### src/rtl/safe_pkg.sv
// Shared types and constants for the safe keypad path.
package safe_pkg;

    typedef logic [3:0] key_t;

    localparam key_t IDLE_CODE = 4'hF;
    localparam key_t KEY_STAR  = 4'hA;
    localparam key_t KEY_HASH  = 4'hB;

    typedef enum logic [1:0] {
        IDLE,
        DEB_PRESS,
        HELD,
        DEB_RELEASE
    } kef_state_t;

endpackage

### src/rtl/key_fifo.sv
// Small circular FIFO for key events; head is read straight from the storage flops.
module key_fifo #(
    parameter int unsigned DEPTH = 4,
    parameter int unsigned WIDTH = 4
) (
    input  logic                     clk,
    input  logic                     rst_n,
    input  logic                     push,
    input  logic [WIDTH-1:0]         push_data,
    input  logic                     pop,
    output logic                     full,
    output logic                     empty,
    output logic [$clog2(DEPTH):0]   level,
    output logic [WIDTH-1:0]         head
);

    localparam int unsigned AW = $clog2(DEPTH);

    logic [AW:0]      wr_q, wr_d;
    logic [AW:0]      rd_q, rd_d;
    logic [WIDTH-1:0] mem_q [DEPTH];
    logic [WIDTH-1:0] mem_d [DEPTH];
    logic             do_push;
    logic             do_pop;

    assign full    = (wr_q[AW] != rd_q[AW]) && (wr_q[AW-1:0] == rd_q[AW-1:0]);
    assign empty   = (wr_q == rd_q);
    assign level   = wr_q - rd_q;
    assign head    = empty ? '0 : mem_q[rd_q[AW-1:0]];
    assign do_pop  = pop & ~empty;
    // A full FIFO still accepts a push when the head leaves in the same cycle.
    assign do_push = push & (~full | do_pop);

    // Next pointer and storage values.
    always_comb begin
        wr_d  = wr_q;
        rd_d  = rd_q;
        mem_d = mem_q;
        if (do_push) begin
            mem_d[wr_q[AW-1:0]] = push_data;
            wr_d                = wr_q + 1'b1;
        end
        if (do_pop) begin
            rd_d = rd_q + 1'b1;
        end
    end

    // Pointer and storage registers.
    always_ff @(posedge clk or negedge rst_n) begin
        if (!rst_n) begin
            wr_q  <= '0;
            rd_q  <= '0;
            mem_q <= '{default: '0};
        end else begin
            wr_q  <= wr_d;
            rd_q  <= rd_d;
            mem_q <= mem_d;
        end
    end

endmodule

### src/rtl/key_event_filter.sv
// Synchronises and debounces the scanner key code; one FIFO event per physical press.
module key_event_filter #(
    parameter int unsigned DEBOUNCE_CYCLES = 4,
    parameter int unsigned FIFO_DEPTH      = 4,
    parameter logic [3:0]  IDLE_CODE       = safe_pkg::IDLE_CODE
) (
    input  logic                          clk,
    input  logic                          rst_n,
    input  logic [3:0]                    data_in,
    input  logic                          key_ready,
    input  logic                          clr_ovf,
    output logic                          key_valid,
    output logic [3:0]                    key_data,
    output logic                          overflow,
    output logic                          busy,
    output logic [$clog2(FIFO_DEPTH):0]   fifo_level
);

    import safe_pkg::*;

    localparam int unsigned      CNT_W    = $clog2(DEBOUNCE_CYCLES) + 1;
    localparam logic [CNT_W-1:0] CNT_LAST = CNT_W'(DEBOUNCE_CYCLES - 1);

    key_t             sync1_q, sync1_d;
    key_t             sync2_q, sync2_d;
    key_t             cand_q, cand_d;
    kef_state_t       state_q, state_d;
    logic [CNT_W-1:0] cnt_q, cnt_d;
    logic             ovf_q, ovf_d;
    logic             push;
    logic             pop;
    logic             full;
    logic             empty;

    assign key_valid = ~empty;
    assign pop       = key_valid & key_ready;
    assign busy      = (state_q != IDLE);
    assign overflow  = ovf_q;

    // Two-stage synchroniser on the raw scanner code.
    always_comb begin
        sync1_d = data_in;
        sync2_d = sync1_q;
    end

    // Debounce FSM: next state, counter, candidate and push strobe.
    always_comb begin
        state_d = state_q;
        cnt_d   = cnt_q;
        cand_d  = cand_q;
        push    = 1'b0;
        case (state_q)
            IDLE: begin
                if (sync2_q != IDLE_CODE) begin
                    cand_d  = sync2_q;
                    cnt_d   = CNT_W'(1);
                    state_d = DEB_PRESS;
                end
            end
            DEB_PRESS: begin
                if (sync2_q == cand_q) begin
                    if (cnt_q == CNT_LAST) begin
                        push    = 1'b1;
                        cnt_d   = '0;
                        state_d = HELD;
                    end else begin
                        cnt_d = cnt_q + 1'b1;
                    end
                end else begin
                    cnt_d   = '0;
                    state_d = IDLE;
                end
            end
            HELD: begin
                if (sync2_q == IDLE_CODE) begin
                    cnt_d   = CNT_W'(1);
                    state_d = DEB_RELEASE;
                end
            end
            DEB_RELEASE: begin
                if (sync2_q == IDLE_CODE) begin
                    if (cnt_q == CNT_LAST) begin
                        cnt_d   = '0;
                        state_d = IDLE;
                    end else begin
                        cnt_d = cnt_q + 1'b1;
                    end
                end else begin
                    cnt_d   = '0;
                    state_d = HELD;
                end
            end
            default: begin
                cnt_d   = '0;
                state_d = IDLE;
            end
        endcase
    end

    // Sticky overflow; a drop in the same cycle as a clear keeps the flag set.
    always_comb begin
        ovf_d = ovf_q;
        if (clr_ovf) begin
            ovf_d = 1'b0;
        end
        if (push && full && !pop) begin
            ovf_d = 1'b1;
        end
    end

    // State registers.
    always_ff @(posedge clk or negedge rst_n) begin
        if (!rst_n) begin
            sync1_q <= IDLE_CODE;
            sync2_q <= IDLE_CODE;
            cand_q  <= IDLE_CODE;
            state_q <= IDLE;
            cnt_q   <= '0;
            ovf_q   <= 1'b0;
        end else begin
            sync1_q <= sync1_d;
            sync2_q <= sync2_d;
            cand_q  <= cand_d;
            state_q <= state_d;
            cnt_q   <= cnt_d;
            ovf_q   <= ovf_d;
        end
    end

    key_fifo #(
        .DEPTH (FIFO_DEPTH),
        .WIDTH (4)
    ) u_fifo (
        .clk       (clk),
        .rst_n     (rst_n),
        .push      (push),
        .push_data (cand_q),
        .pop       (pop),
        .full      (full),
        .empty     (empty),
        .level     (fifo_level),
        .head      (key_data)
    );

endmodule

### config.mk
export PLATFORM = sky130hd
export DESIGN_NAME = key_event_filter
export DESIGN_NICKNAME = d
export VERILOG_FILES = /design/src/rtl/safe_pkg.sv /design/src/rtl/key_fifo.sv /design/src/rtl/key_event_filter.sv
export SDC_FILE = /design/constraint.sdc
export NUM_CORES = 1
export LEC_CHECK = 0
export ABC_AREA = 1
export CORE_ASPECT_RATIO = 1.2
export CORE_MARGIN = 2
export CORE_UTILIZATION = 40
export CTS_CLUSTER_SIZE = 40
export DETAILED_ROUTE_END_ITERATION = 10
export GPL_TIMING_DRIVEN = 0
export PLACE_DENSITY = 0.65
export SYNTH_ARGS = -nofsm -noshare
export SYNTH_HDL_FRONTEND = slang
export SYNTH_HIERARCHICAL = 1
export SYNTH_SLANG_ARGS = --single-unit
### constraint.sdc
create_clock -name clk -period 4.5 [get_ports clk]
set_input_delay 0.9 -clock clk [delete_from_list [all_inputs] [get_ports clk]]
set_output_delay 0.9 -clock clk [all_outputs]
set_load 0.01 [all_outputs]
# Word level (Yosys, flattened, before mapping)
# Index checks and enable logic that the tools add are counted.
[classes]
addsub = 4
order_cmp = 3
eq_ne = 14
muxes = 25
bitwise_logic = 8
reduce_logical = 11
[ops]
columns = ["cell", "n"]
rows = [
  ["16-bit bitwise mux", 1],
  ["4-bit two-way mux", 4],
  ["3-bit two-way mux", 5],
  ["2-bit two-way mux", 6],
  ["3-bit one-hot mux with 4 select lines", 1],
  ["3-bit by 1-bit adder with 3-bit output, second input constant", 3],
  ["4-bit binary-select mux with 2-bit select", 1],
  ["4-bit demux with 2-bit select", 1],
  ["2-bit one-hot mux with 4 select lines", 1],
  ["3-bit >= comparator, second input constant", 2],
  ["3-bit != test, second input constant", 2],
  ["2-bit NOT with 3-bit output", 2],
  ["1-bit two-way mux", 5],
  ["2-bit == test, second input constant", 2],
  ["4-bit == test", 1],
  ["4-bit == test, second input constant", 1],
  ["1-bit logical AND", 4],
  ["2-bit != test, second input constant", 2],
  ["4-bit != test, second input constant", 1],
  ["2-bit AND reduction", 2],
  ["4-bit AND reduction", 1],
  ["2-bit nonzero test", 2],
  ["1-bit AND", 3],
  ["3-bit by 2-bit == test with 1-bit output, second input constant", 1],
  ["10 further kinds", 11],
]
[totals]
reg_bits = 40
in_bits = 8
out_inout_bits = 10
wordCells = 77

# Depth between registers and ports, before layout
# Gate-level depths: netlist of run 1.
[depth]
depth_word = 7
depth_mapped = 13

# Modules after synthesis
# Netlist of run 1, hierarchy kept.
[modules_own_cells]
columns = ["module", "instances", "cells_each", "area_per_inst_um2", "seq_area_each_um2"]
rows = [
  ["key_fifo", 1, 155, 1244.9, 550.5],
  ["key_event_filter", 1, 90, 795.8, 465.4],
]

# Worst setup path after synthesis of run 1
# Ideal clock, no wire load.
[synth_timing]
path_kind = "reg2out"
start = "register u_fifo.rd_q[1]"
end = "output port key_data[0]"
arrival_time_ps = 1360
path_slack_ps = 2240
stages_incl_launch_ff = 8
n_path_buf = 0
cell_sequence = "dfrtp_1 inv_1 ha_1 nand2_1 inv_1 nand2_2 inv_1 a21oi_1"
[synth_via]
elab_cells_between_ends = 6
cone_classes = "eq/ne (1); mux (4); bitwise (1)"
[synth_lines]
columns = ["item", "line_no", "source"]
rows = [
  ["start, declared", "key_fifo.sv:20", "logic [AW:0] rd_q, rd_d;"],
  ["start signal, assigned", "key_fifo.sv:56", "rd_q <= rd_d;"],
  ["3-bit == test", "key_fifo.sv:27", "assign empty = (wr_q == rd_q);"],
  ["named net empty", "key_event_filter.sv:33", "logic empty;"],
  ["4-bit two-way mux", "key_fifo.sv:29", "assign head = empty ? '0 : mem_q[rd_q[AW-1:0]];"],
  ["end, declared", "key_event_filter.sv:13", "output logic [3:0] key_data,"],
]
# The timed path passes the listed nets, and every way through them passes these cells. The select of a mux whose other input is x is not followed.

# Worst setup path after layout of run 1
[layout_timing]
start = "register u_fifo.rd_q[1]"
end = "output port key_data[1]"
# The elaborated chain is that of the path after synthesis.

==> results of run 1 <==
-- synth_stat cells, types with 2 or more instances --
cell     count
nand2_1     72
inv_1       29
dfrtp_1     28
nor2_1      24
nand4_1     19
o21ai_0     13
dfstp_2     12
nand3_1     12
ha_1         8
a21oi_1      6
nand2_2      5
buf_2        2
buf_6        2
nor2_2       2
o21ai_1      2
-- area by class of cell --
type | count | area (um^2) | share of cell area, %
buffer | 5 | 36.28 | 1.530
tap | 60 | 75.07 | 3.166
clock buffer | 8 | 90.09 | 3.799
timing repair buffer | 17 | 165.2 | 6.966
inverter | 29 | 108.9 | 4.591
sequential | 40 | 1016 | 42.85
multi-input combinational | 171 | 879.6 | 37.10
-- logic make-up (layout without fill, tap and decap cells) --
| family | count (synthesis) | in the layout |
|---|---|---|
| compound gates | 22 | 22 |
| xor+xnor | 2 | 2 |
| fa+ha+maj | 9 | 9 |
| buf+inv | 34 | 59 |
| flops | 40 | 40 |
| simple gates | 138 | 138 |
-- path summary, 6_finish.rpt --
path / slack [ns] / end / startpoint / cells after the start
worst min register to register: 0.36 / sync2_q[2] / sync1_q[2] / 0
worst max register to register: 2.21 / u_fifo/mem_q[2] / u_fifo/rd_q[1] / 12
worst max-delay path: 1.31 / key_data[1] / u_fifo/rd_q[1] / 8
worst min-delay path: 0.36 / sync2_q[2] / sync1_q[2] / 0
min in group asynchronous: 0.73 / u_fifo/rd_q[2] / rst_n / 1
max in group asynchronous: 3.23 / u_fifo/mem_q[5] / rst_n / 1
-- stage by stage --
step	utilization [%]	instances	total power (W)	setup WS, ns
5_1_grt	48.00	330	0.0009604	1.106
2_1_floorplan	-	245	0.0005888	2.240
6_report	48.00	330	0.0008913	1.308
4_1_cts	48.00	330	0.0009051	1.268
3_5_place_dp	46.18	322	0.0006589	1.600
3_3_place_gp	46.28	322	0.0006565	1.526
-- power by group --
part | switching [W] | internal [W] | total (W)
logic | 0.000108 | 0.0000700 | 0.000177
registers | 0.0000577 | 0.000417 | 0.000475
clock network | 0.000114 | 0.000125 | 0.000239
total | 0.000280 | 0.000612 | 0.000891
-- per-layer routing --
metal,track usage [%],up-vias,part of all wire (%)
met2,28.56,20,50
met5,0,-,0
li1,-,833,-
met1,16.85,746,46
met4,6.078,0,1.1
met3,4.369,4,2.8
-- registers in the layout (all words and copies together), names as in the netlist --
signal        flops
u_fifo/wr_q       3
overflow          1
state_q           2
cand_q            4
sync1_q           4
u_fifo/rd_q       3
cnt_q             3
sync2_q           4
u_fifo/mem_q     16
==> flow_summary.json, run 1 <==
{
  "port_buffers": 17,
  "hold_viol": 0,
  "areaGrowthSynthToFinish_pct": 16.19,
  "synth_compound_area_share_pct": 5.518,
  "skew_ns": 0.004674,
  "synth_edf_count": 0,
  "fmax_mhz": 313.3,
  "mostFrequentLayoutCells": "nand2_1 (72), inv_1 (29), dfrtp_1 (28)",
  "crit_chain": "inv_1, ha_1, nand2_1, inv_1, nand2_2, inv_1, a21oi_1, clkdlybuf4s50_1",
  "start_util_pct": 41.31,
  "synth_top_area_share_pct": 34.33,
  "fp.dieH_um": 82.25,
  "synth_top_family_by_area": "simple AND/OR/NAND/NOR gates",
  "wl_per_cell_um": 11.98,
  "die_w_um": 69.21,
  "root_buffer": "clkbuf_8",
  "cp_slowest_stage_delay_ns": 0.55,
  "slew_viol_final": 0,
  "numCtsBuffers": 5,
  "drc": 0,
  "fin_area_um2": 2371,
  "worst_pin_slew_ns": 0.8702,
  "crit_slowest_cell": "clkdlybuf4s50_1",
  "yosysUniqueCellTypes": 24,
  "crit_fanout": 8,
  "finalCritPeriodShare_pct": 70.93,
  "syn_nets": 262,
  "cts_setup_buffers": 0,
  "grt_max_degree": 41,
  "n_antenna_cell": 0,
  "crit_family": "buffers and inverters",
  "dpl.hpwl_um": 2940,
  "vias": 1603,
  "syn_area_um2": 2041,
  "synthTopCellsByArea": "dfrtp_1 (34%), dfstp_2 (15%), nand2_1 (13%)",
  "setup_tns_ns": 0,
  "grt_pass1_wl_um": 6893,
  "synth.area.mux_share_pct": 0,
  "ios": 18,
  "placed_area_um2": 2281,
  "cts.sinks": 40,
  "vdd_drop_max_mv": 0.2885,
  "hold-worst-slack_ns": 0.3573,
  "globalRouteTotalUtil_pct": 15.41,
  "ys_seq_area_share_pct": 49.79,
  "cts_tree": "built",
  "yosysWarnings": 6,
  "placementRows": 28,
  "path_class": "register to output pin",
  "max_slew_margin_pct": 41.98,
  "cp.required_ns": 3.60,
  "layout_commonest_cell": "nand2_1",
  "layout-drive-gt1-share_pct": 12.22,
  "cp-end-kind": "output pin",
  "p_leak_nw": 1.178,
  "synth_top_cell_by_area": "dfrtp_1",
  "cts_buffer_depth": 2,
  "syn_inst": 245,
  "synth-main-ff-cell": "dfrtp_1",
  "avgSynthCellArea_um2": 8.329,
  "dr.pass1.iters": 4,
  "h-tree-depth": 2,
  "cp.arrival_ns": 2.29,
  "crit_top_cell": "inv_1",
  "viasPerCell": 4.858,
  "drt_iter0_drc": 63,
  "post-route-min-period_ns": 3.192,
  "max-cap-violations": 0,
  "n_fill_cell": 487,
  "hold_path.class": "register to register",
  "crit_buf_inv": 4,
  "ctsResizeCount": 0,
  "synth_seq_cells": 40,
  "synth-async-reset-ratio_pct": 100.0,
  "synth_xor_area_share_pct": 0.8584,
  "setup_viol": 0,
  "path_clk_slew_ns": 0.07,
  "grt_pass1_vias": 1573,
  "drt-total-wl_um": 3953,
  "p_per_area_nw_per_um2": 375.9,
  "core_um2": 4940,
  "status": "finished clean",
  "synth-simple-area-share_pct": 30.84,
  "die_area_um2": 5692,
  "holdBufCountCts": 0,
  "clk_latency_ns": 0.28,
  "antenna_found_initial": 0,
  "synth_fa_ha_area_share_pct": 5.886,
  "grt_overflow": 0,
  "startpoint_type": "register",
  "rsz0062_at_grt": "false",
  "gp_congestion": 0.7985,
  "postRouteAntennaNets": 0,
  "final_nets": 286
}
Note: power is estimated with default switching activity, not from simulation.
==> run 2, diff against run 1 <==
- clock period: 4.5 -> 3.05 ns (I/O delays scaled with it)
==> run 2 against run 1 <==
  * Final cell count unchanged
  * Highest routed layer unchanged
  * Clock power increased by 48%
  * Setup slack got worse by 1.1 ns
  * Wire length unchanged
  * Die area unchanged
  * Power increased by 48%
  * Critical endpoint unchanged
  * Combinational power increased by 48%
==> flow_summary.json, run 2 (synthesized netlist as in run 1, its figures left out) <==
{
  "pre_cts_ws_ns": 0.4405,
  "ios": 18,
  "wl_per_cell_um": 11.98,
  "antenna_found_initial": 0,
  "startpoint_type": "register",
  "path_clk_slew_ns": 0.07,
  "placementRows": 28,
  "hold_path.class": "register to register",
  "grt_overflow": 0,
  "die_area_um2": 5692,
  "p_leak_nw": 1.177,
  "cp.arrival_ns": 2.20,
  "cts.sinks": 40,
  "p_per_area_nw_per_um2": 554.4,
  "postRouteAntennaNets": 0,
  "dpl.hpwl_um": 2940,
  "fmax_mhz": 355.6,
  "crit_fanout": 8,
  "wl_met2_um": 1976,
  "layout_commonest_cell": "nand2_1",
  "mostFrequentLayoutCells": "nand2_1 (72), inv_1 (29), dfrtp_1 (27)",
  "setup_viol": 0,
  "finalCritPeriodShare_pct": 92.21,
  "vias": 1604,
  "port_buffers": 17,
  "gp_congestion": 0.7985,
  "worst_pin_slew_ns": 0.8747,
  "cts_tree": "built",
  "max_slew_margin_pct": 41.69,
  "post-route-min-period_ns": 2.813,
  "max-cap-violations": 0,
  "drt-total-wl_um": 3953,
  "core_um2": 4940,
  "final_nets": 286,
  "slew_viol_final": 0,
  "root_buffer": "clkbuf_8",
  "clk_latency_ns": 0.28,
  "met3_length_um": 126,
  "cts_buffer_depth": 2,
  "grt_max_degree": 41,
  "h-tree-depth": 2,
  "setup_tns_ns": 0,
  "drc": 0,
  "min-delay-start": "sync1_q[2]",
  "cp-end-kind": "output pin",
  "path_class": "register to output pin",
  "rsz0062_at_grt": "false",
  "numCtsBuffers": 5,
  "startpoint": "u_fifo/rd_q[1]",
  "dr.pass1.iters": 4,
  "highest_layer": "met4",
  "vdd_drop_max_mv": 0.4258,
  "grt_pass1_wl_um": 6893,
  "regMostFlops": "u_fifo/mem_q",
  "layout-drive-gt1-share_pct": 12.59,
  "drt-met1-wl_um": 1806,
  "skew_ns": 0.004687,
  "viasPerCell": 4.861,
  "holdBufCountCts": 0,
  "die_w_um": 69.21,
  "status": "finished clean",
  "largest_reg_flops": 16,
  "areaGrowthSynthToFinish_pct": 16.25,
  "grt_pass1_vias": 1573,
  "n_antenna_cell": 0,
  "start_util_pct": 41.31,
  "hold_viol": 0,
  "cp.required_ns": 2.44,
  "reg2reg_from": "u_fifo/rd_q[1]",
  "setup_ws_ns": 0.2375,
  "fp.dieH_um": 82.25,
  "globalRouteTotalUtil_pct": 15.41,
  "drt_iter0_drc": 63
}
==> run 2: changes by cell type in the layout (fill, tap and decap cells not counted) <==
| cell | delta |
|---|---|
| dfrtp_1 | -1 |
| dfrtp_2 | +1 |
==> run 2: metrics by stage <==
stage          std cells  util, %  total power [W]  cell area [um^2]  hold WS (ns)
3_5_place_dp         322    46.18        0.0009721              2281        0.3488
5_1_grt              330    48.02         0.001417              2372        0.3639
4_1_cts              330    48.00         0.001335              2371        0.3596
2_1_floorplan        245        -        0.0008687              2041        0.3144
6_report             330    48.02         0.001315              2372        0.3573
3_3_place_gp         322    46.28        0.0009686              2286        0.3464
==> run 2: timing repair <==
item	in CTS	in global routing
setup endpoints to repair	0	4
setup buffers	0	0
gates resized for setup	0	1
==> run 2: critical path, cell delays in order, from the launching register on <==
cell,delay [ns]
dfrtp_2,0.47
inv_1,0.15
ha_1,0.25
nand2_1,0.07
inv_1,0.08
nand2_2,0.10
inv_1,0.10
a21oi_1,0.14
clkdlybuf4s50_1,0.55
==> run 2: layout make-up <==
type	count	area (um^2)
Inverter	29	108.9
Tap cell	60	75.07
Multi-Input combinational cell	171	879.6
Timing Repair Buffer	17	165.2
Clock buffer	8	90.09
Buffer	5	36.28
Fill cell	486	2567
Sequential cell	40	1017
==> run 2: report_power, final <==
group	internal (W)	total (W)	switching, W
sequential	0.000615	0.000700	0.0000849
combinational	0.000103	0.000262	0.000159
clock	0.000184	0.000353	0.000169
==> run 2: final timing paths <==
check	end	slack (ns)	cells after the start
max in group asynchronous	u_fifo/rd_q[1]	2.02	1
worst max register to register	u_fifo/mem_q[2]	0.85	12
worst min register to register	sync2_q[2]	0.36	0
worst max-delay path	key_data[1]	0.24	8
min in group asynchronous	overflow	0.44	1
worst min-delay path	sync2_q[2]	0.36	0
==> run 2: routing by layer <==
| layer | up-vias | track usage, % |
|---|---|---|
| li1 | 833 | - |
| met1 | 745 | 16.85 |
| met2 | 22 | 28.56 |
| met3 | 4 | 4.369 |
| met4 | 0 | 6.078 |
| met5 | - | 0 |
==> patch 1 (flow settings as in run 2) <==
`FIFO_DEPTH`: 4 -> 2.
--- a/src/rtl/key_event_filter.sv
+++ b/src/rtl/key_event_filter.sv
@@ -1,7 +1,7 @@
 // Synchronises and debounces the scanner key code; one FIFO event per physical press.
 module key_event_filter #(
     parameter int unsigned DEBOUNCE_CYCLES = 4,
-    parameter int unsigned FIFO_DEPTH      = 4,
+    parameter int unsigned FIFO_DEPTH      = 2,
     parameter logic [3:0]  IDLE_CODE       = safe_pkg::IDLE_CODE
 ) (
     input  logic                          clk,
Ports: changed (resized fifo_level); port bits go from 18 to 17. The function was not compared with the original's and may differ.
==> patch 1 against run 2 <==
- core utilization grew 2.1 points
- worst hold slack lost 0.020 ns
- sequential cell count shrank 10
- routed wire length shrank 37%
- power grew 12%
- clock skew grew 0.0043 ns
- cell area shrank 24%
- area after synthesis shrank 27%
- final cell count shrank 27%
- worst setup slack gained 0.15 ns
==> patch 1: results (changes against run 2) <==
stage;metric;value;unit;change
outcome;status;completed;;
worst_setup_path;Worst Setup EP;key_data[0];;
finish;nets;210;;-27%
logic_synthesis;syn nets;187;;-29%
finish;Largest register FFs;8;;-8
worst_setup_path;r2r setup slk;0.89;ns;+0.04 ns
route;vias per cell;4.621;;-4.9%
global_route;GRT met3 Usage;5.484;%;+1.1 points
logic_synthesis;post-synthesis adder-cell area fraction;1.685;%;-4.2 points
global_route;first-pass GRT wire length;4705;microns;-32%
clock_network;CTS Buffer Depth;2;;unchanged
hold_path;Hold Path Class;primary input to async pin;;
finish;share of cells above drive strength 1;17.91;%;+5.3 points
logic_synthesis;Cells after Synth;177;;-28%
logic_synthesis;Synth Area in Compound Gates;3.538;%;-2.0 points
logic_synthesis;largest cells by area after synthesis;dfrtp_1 (30%), dfstp_2 (21%), nand2_1 (16%);;
clock_network;clock slew at reported path FFs;0.07;ns;about the same
global_route;largest net degree at the start of global routing;31;;-24%
worst_setup_path;Critical Path Source;u_fifo/wr_q[0];;
logic_synthesis;xor/xnor share of the synthesized area;2.275;%;+1.4 points
route;Initial DRT Pass Iterations;4;;unchanged
route;Initial DRC Count;54;;-14%
finish;fillers;352;;-28%
global_route;met1 Use GR;16.07;%;-0.78 points
timing;measured slew at the worst slew-check pin;0.6416;ns;-0.2331 ns
power_and_ir_drop;leakage;0.9373;nW;-20%
route;drt wl/cell;10.38;microns;-13%
logic_synthesis;fraction of registers with async set/reset;100.0;%;unchanged
power_and_ir_drop;maximum vdd drop;0.3733;mV;-12%
timing;clk_skew;0.009021;ns;+0.004334 ns
logic_synthesis;sequential element share of the synthesized area;51.56;%;+1.8 points
global_route;vias in the first global route;1121;;-29%
worst_setup_path;Reg2Reg Depth;11;;-1
power_and_ir_drop;switching part of the total;33.94;%;+2.6 points
placed_design;Placer Congestion;0.7482;;-6.3%
global_route;Total GRT Usage;15.25;%;-0.16 points
finish;ANT cells;0;;unchanged
logic_synthesis;synth unique cells;22;;-8.3%
route;final wirelength;2490;microns;-37%
placed_design;dpl cells;232;;-28%
global_route;GR Layer Usage met2;26.25;%;-2.3 points
logic_synthesis;most instantiated cells after synthesis;nand2_1 (63), inv_1 (28), dfrtp_1 (18);;
worst_setup_path;Critical R2R Capture;u_fifo/mem_q[5];;
[patch 1: worst min path at each step]
stage                     slack (ns)             end  startpoint  cells after the start
after floorplan                 0.31        cnt_q[0]       rst_n                      0
after global placement          0.35      sync2_q[3]  sync1_q[3]                      0
after detailed placement        0.35      sync2_q[0]  sync1_q[0]                      0
after CTS                       0.36      sync2_q[0]  sync1_q[0]                      0
after global routing            0.36      sync2_q[3]  sync1_q[3]                      0
final                           0.34  u_fifo/rd_q[0]       rst_n                      1
[patch 1: power by group through the flow]
| stage | registers [mW] | clock network [mW] | logic [mW] |
|---|---|---|---|
| 3_5_place_dp | 0.587 | 0 | 0.481 |
| 4_1_cts | 0.580 | 0.429 | 0.483 |
| 3_3_place_gp | 0.585 | 0 | 0.476 |
| 2_1_floorplan | 0.565 | 0 | 0.347 |
| 6_report | 0.580 | 0.413 | 0.476 |
| 5_1_grt | 0.594 | 0.448 | 0.550 |
[patch 1: worst max-delay path: stages, from the launching register on]
cell	delay (ns)
dfrtp_1	0.36
buf_4	0.16
inv_1	0.17
ha_1	0.32
nand2_4	0.13
nand2_1	0.06
inv_1	0.05
clkdlybuf4s50_1	0.52
[patch 1: logic make-up after synthesis]
family,count (synthesis)
simple gates,101
fa+ha+maj,2
xor+xnor,3
flops,30
compound gates,10
buf+inv,31
[patch 1: final cells by class]
cell class	instances	area share, %
Buffer	3	1.663
Clock inverter	1	1.663
Tap cell	39	2.703
Sequential cell	30	42.41
Multi-Input combinational cell	116	32.36
Inverter	28	5.821
Timing Repair Buffer	16	8.593
Clock buffer	7	4.782
[patch 1: through the flow]
step                      cell area, sq um  setup WS [ns]
after floorplan                       1485          1.192
after global placement                1694         0.6936
after detailed placement              1694         0.6836
after CTS                             1810         0.3593
after global routing                  1805         0.2491
final                                 1805         0.3887
[patch 1: metal layers]
metal | share of wire, % | vias to the layer above
met5 | 0 | -
met4 | 2.7 | 0
met3 | 5.3 | 5
met2 | 50 | 28
met1 | 42 | 482
li1 | - | 594
==> patch 2 (config.mk and constraints of run 2) <==
Made on the original files. Register the input `key_ready` before use, without a reset. The logic sees it one clock later. The other inputs are not delayed to match.
--- a/src/rtl/key_event_filter.sv
+++ b/src/rtl/key_event_filter.sv
@@ -21,6 +21,12 @@
     localparam int unsigned      CNT_W    = $clog2(DEBOUNCE_CYCLES) + 1;
     localparam logic [CNT_W-1:0] CNT_LAST = CNT_W'(DEBOUNCE_CYCLES - 1);
 
+    logic key_ready_q;
+
+    always_ff @(posedge clk) begin
+        key_ready_q <= key_ready;
+    end
+
     key_t             sync1_q, sync1_d;
     key_t             sync2_q, sync2_d;
     key_t             cand_q, cand_d;
@@ -33,7 +39,7 @@
     logic             empty;
 
     assign key_valid = ~empty;
-    assign pop       = key_valid & key_ready;
+    assign pop       = key_valid & key_ready_q;
     assign busy      = (state_q != IDLE);
     assign overflow  = ovf_q;
 
Behaviour: not the same (a bounded check fails within 10 cycles, from zero or initial values and one cycle with rst_n low).
==> patch 2 against run 2 <==
- register-to-register slack got worse by 0.06 ns
- power rose by 10%
- clock power rose by 29%
- sequential cell count rose by 1
- sequential power rose by 2%
- routed wire length rose by 3.6%
- worst setup slack got worse by 0.056 ns
- first-iteration DRC count fell by 25%
- cell area rose by 2.3%
- maximum frequency fell by 2.0%
- area after synthesis rose by 0.98%
- largest cell class unchanged
==> patch 2: results (changes against run 2) <==
stage;metric;value;unit;change
logic_synthesis;synth unique cells;27;;+13%
timing;Fmax;348.6;MHz;-2.0%
logic_synthesis;largest cells by area after synthesis;dfrtp_1 (34%), dfstp_2 (15%), nand2_1 (12%);;
route;vias per cell;4.888;;+0.57%
outcome;status;completed;;
logic_synthesis;syn nets;263;;+0.38%
worst_setup_path;CP arrival;2.26;ns;+0.06 ns
clock_network;H-tree depth;2;;unchanged
power_and_ir_drop;leakage;1.204;nW;+2.3%
worst_setup_path;Slowest cell on crit path;clkdlybuf4s50_1;;
worst_setup_path;crit-path max cell delay;0.55;ns;about the same
logic_synthesis;sequential element share of the synthesized area;50.27;%;+0.49 points
global_route;initial antenna violation count;0;;unchanged
finish;nets;287;;+0.35%
clock_network;Worst-Skew Late Latency;0.30;ns;+0.02 ns
route;final wirelength;4097;microns;+3.6%
finish;fillers;488;;+0.41%
finish;ANT cells;0;;unchanged
finish;share of cells above drive strength 1;13.65;%;+1.1 points
placed_design;DP Wirelength;3046;microns;+3.6%
route;Initial DRT Pass Iterations;4;;unchanged
placed_design;worst slack, placed;0.4239;ns;-0.01654 ns
worst_setup_path;r2r setup slk;0.79;ns;-0.06 ns
power_and_ir_drop;maximum vdd drop;0.3181;mV;-25%
global_route;vias in the first global route;1581;;+0.51%
hold_path;Hold Path Class;flip-flop to flip-flop;;
logic_synthesis;Post-synth EDFFs;0;;unchanged
clock_network;CTS Buffer Depth;2;;unchanged
global_route;Total GRT Usage;16.53;%;+1.1 points
logic_synthesis;ys flop type;dfrtp_1;;
clock_network;Setup Buffers After CTS;0;;unchanged
logic_synthesis;most instantiated cells after synthesis;nand2_1 (68), dfrtp_1 (28), nor2_1 (28);;
placed_design;Placer Congestion;0.8311;;+4.1%
logic_synthesis;fraction of registers with async set/reset;97.56;%;-2.4 points
finish;Largest register FFs;16;;unchanged
worst_setup_path;crit path max fanout;8;;unchanged
clock_network;Num CTS Buffers;5;;unchanged
route;Initial DRC Count;47;;-25%
timing;Rel. slew slack;42.31;%;+0.62 points
timing;clk_skew;0.004129;ns;-0.0005579 ns
global_route;first-pass GRT wire length;7265;microns;+5.4%
patch 2: cell count changes in the layout (fill, tap and decap cells not counted), moves of 2 or more:
cell,delta
nand2_1,-4
clkbuf_16,+2
a21oi_1,+4
o21ai_0,-3
inv_1,-2
clkbuf_1,-2
nor2_1,+4
patch 2: final timing paths:
path,start,endpoint,depth (start not counted)
setup reg to reg,u_fifo/rd_q[1],u_fifo/mem_q[2],12
min in group asynchronous,rst_n,u_fifo/rd_q[2],1
hold / removal,sync1_q[3],sync2_q[3],0
hold reg to reg,sync1_q[3],sync2_q[3],0
setup / recovery,u_fifo/rd_q[1],key_data[2],8
max in group asynchronous,rst_n,u_fifo/rd_q[1],1
patch 2: worst max-delay path: cells and delay by family (launching register included):
family,cells,cell delay [ns]
buf+inv,4,0.89
flops,1,0.48
fa+ha+maj,1,0.25
simple gates,2,0.19
compound gates,1,0.14
patch 2: timing repair:
| item | in CTS | in global routing |
|---|---|---|
| hold buffers | 0 | 0 |
| endpoints found under the setup margin | 0 | 4 |
| resized for setup | 0 | 1 |
patch 2: cell type report:
| type | count | area [sq um] | area share (%) |
|---|---|---|---|
| Clock inverter | 1 | 5.005 | 0.2063 |
| Multi-Input combinational cell | 171 | 879.6 | 36.26 |
| Tap cell | 60 | 75.07 | 3.094 |
| Timing Repair Buffer | 17 | 165.2 | 6.808 |
| Sequential cell | 41 | 1037 | 42.75 |
| Inverter | 29 | 108.9 | 4.487 |
| Buffer | 5 | 36.28 | 1.496 |
| Clock buffer | 7 | 118.9 | 4.899 |
patch 2: kinds of logic (layout without fill, tap and decap cells):
| logic type | after synthesis | after routing | synth area share [%] |
|---|---|---|---|
| AOI/OAI and AO/OA | 22 | 22 | 5.465 |
| DFF | 41 | 41 | 50.27 |
| xor gates and xnor gates | 2 | 2 | 0.8502 |
| and+or+nand+nor | 138 | 138 | 30.54 |
| buffers and inverters | 34 | 59 | 7.043 |
| adders and majority gates | 9 | 9 | 5.829 |
patch 2: metal layers:
| metal | up-vias | global-route usage [%] | routed length (microns) |
|---|---|---|---|
| met2 | 29 | 30.29 | 2074 |
| met3 | 6 | 3.762 | 140 |
| met5 | - | 0 | 0 |
| met4 | 0 | 6.471 | 70 |
| met1 | 740 | 18.94 | 1811 |
| li1 | 843 | - | - |
patch 2: report_power, final:
group	internal (mW)	total, mW	switching [mW]
registers	0.631	0.711	0.0796
logic	0.108	0.283	0.175
clock network	0.259	0.455	0.195
patch 2: stage by stage:
step | cell area (sq um) | std cells | hold slack, ns | utilization (%)
detailed placement | 2301 | 323 | 0.3479 | 46.58
CTS | 2425 | 331 | 0.3602 | 49.09
finish | 2426 | 331 | 0.3585 | 49.11
global route | 2426 | 331 | 0.3627 | 49.11
global placement | 2306 | 323 | 0.3460 | 46.68
floorplan | 2061 | 246 | 0.3144 | -
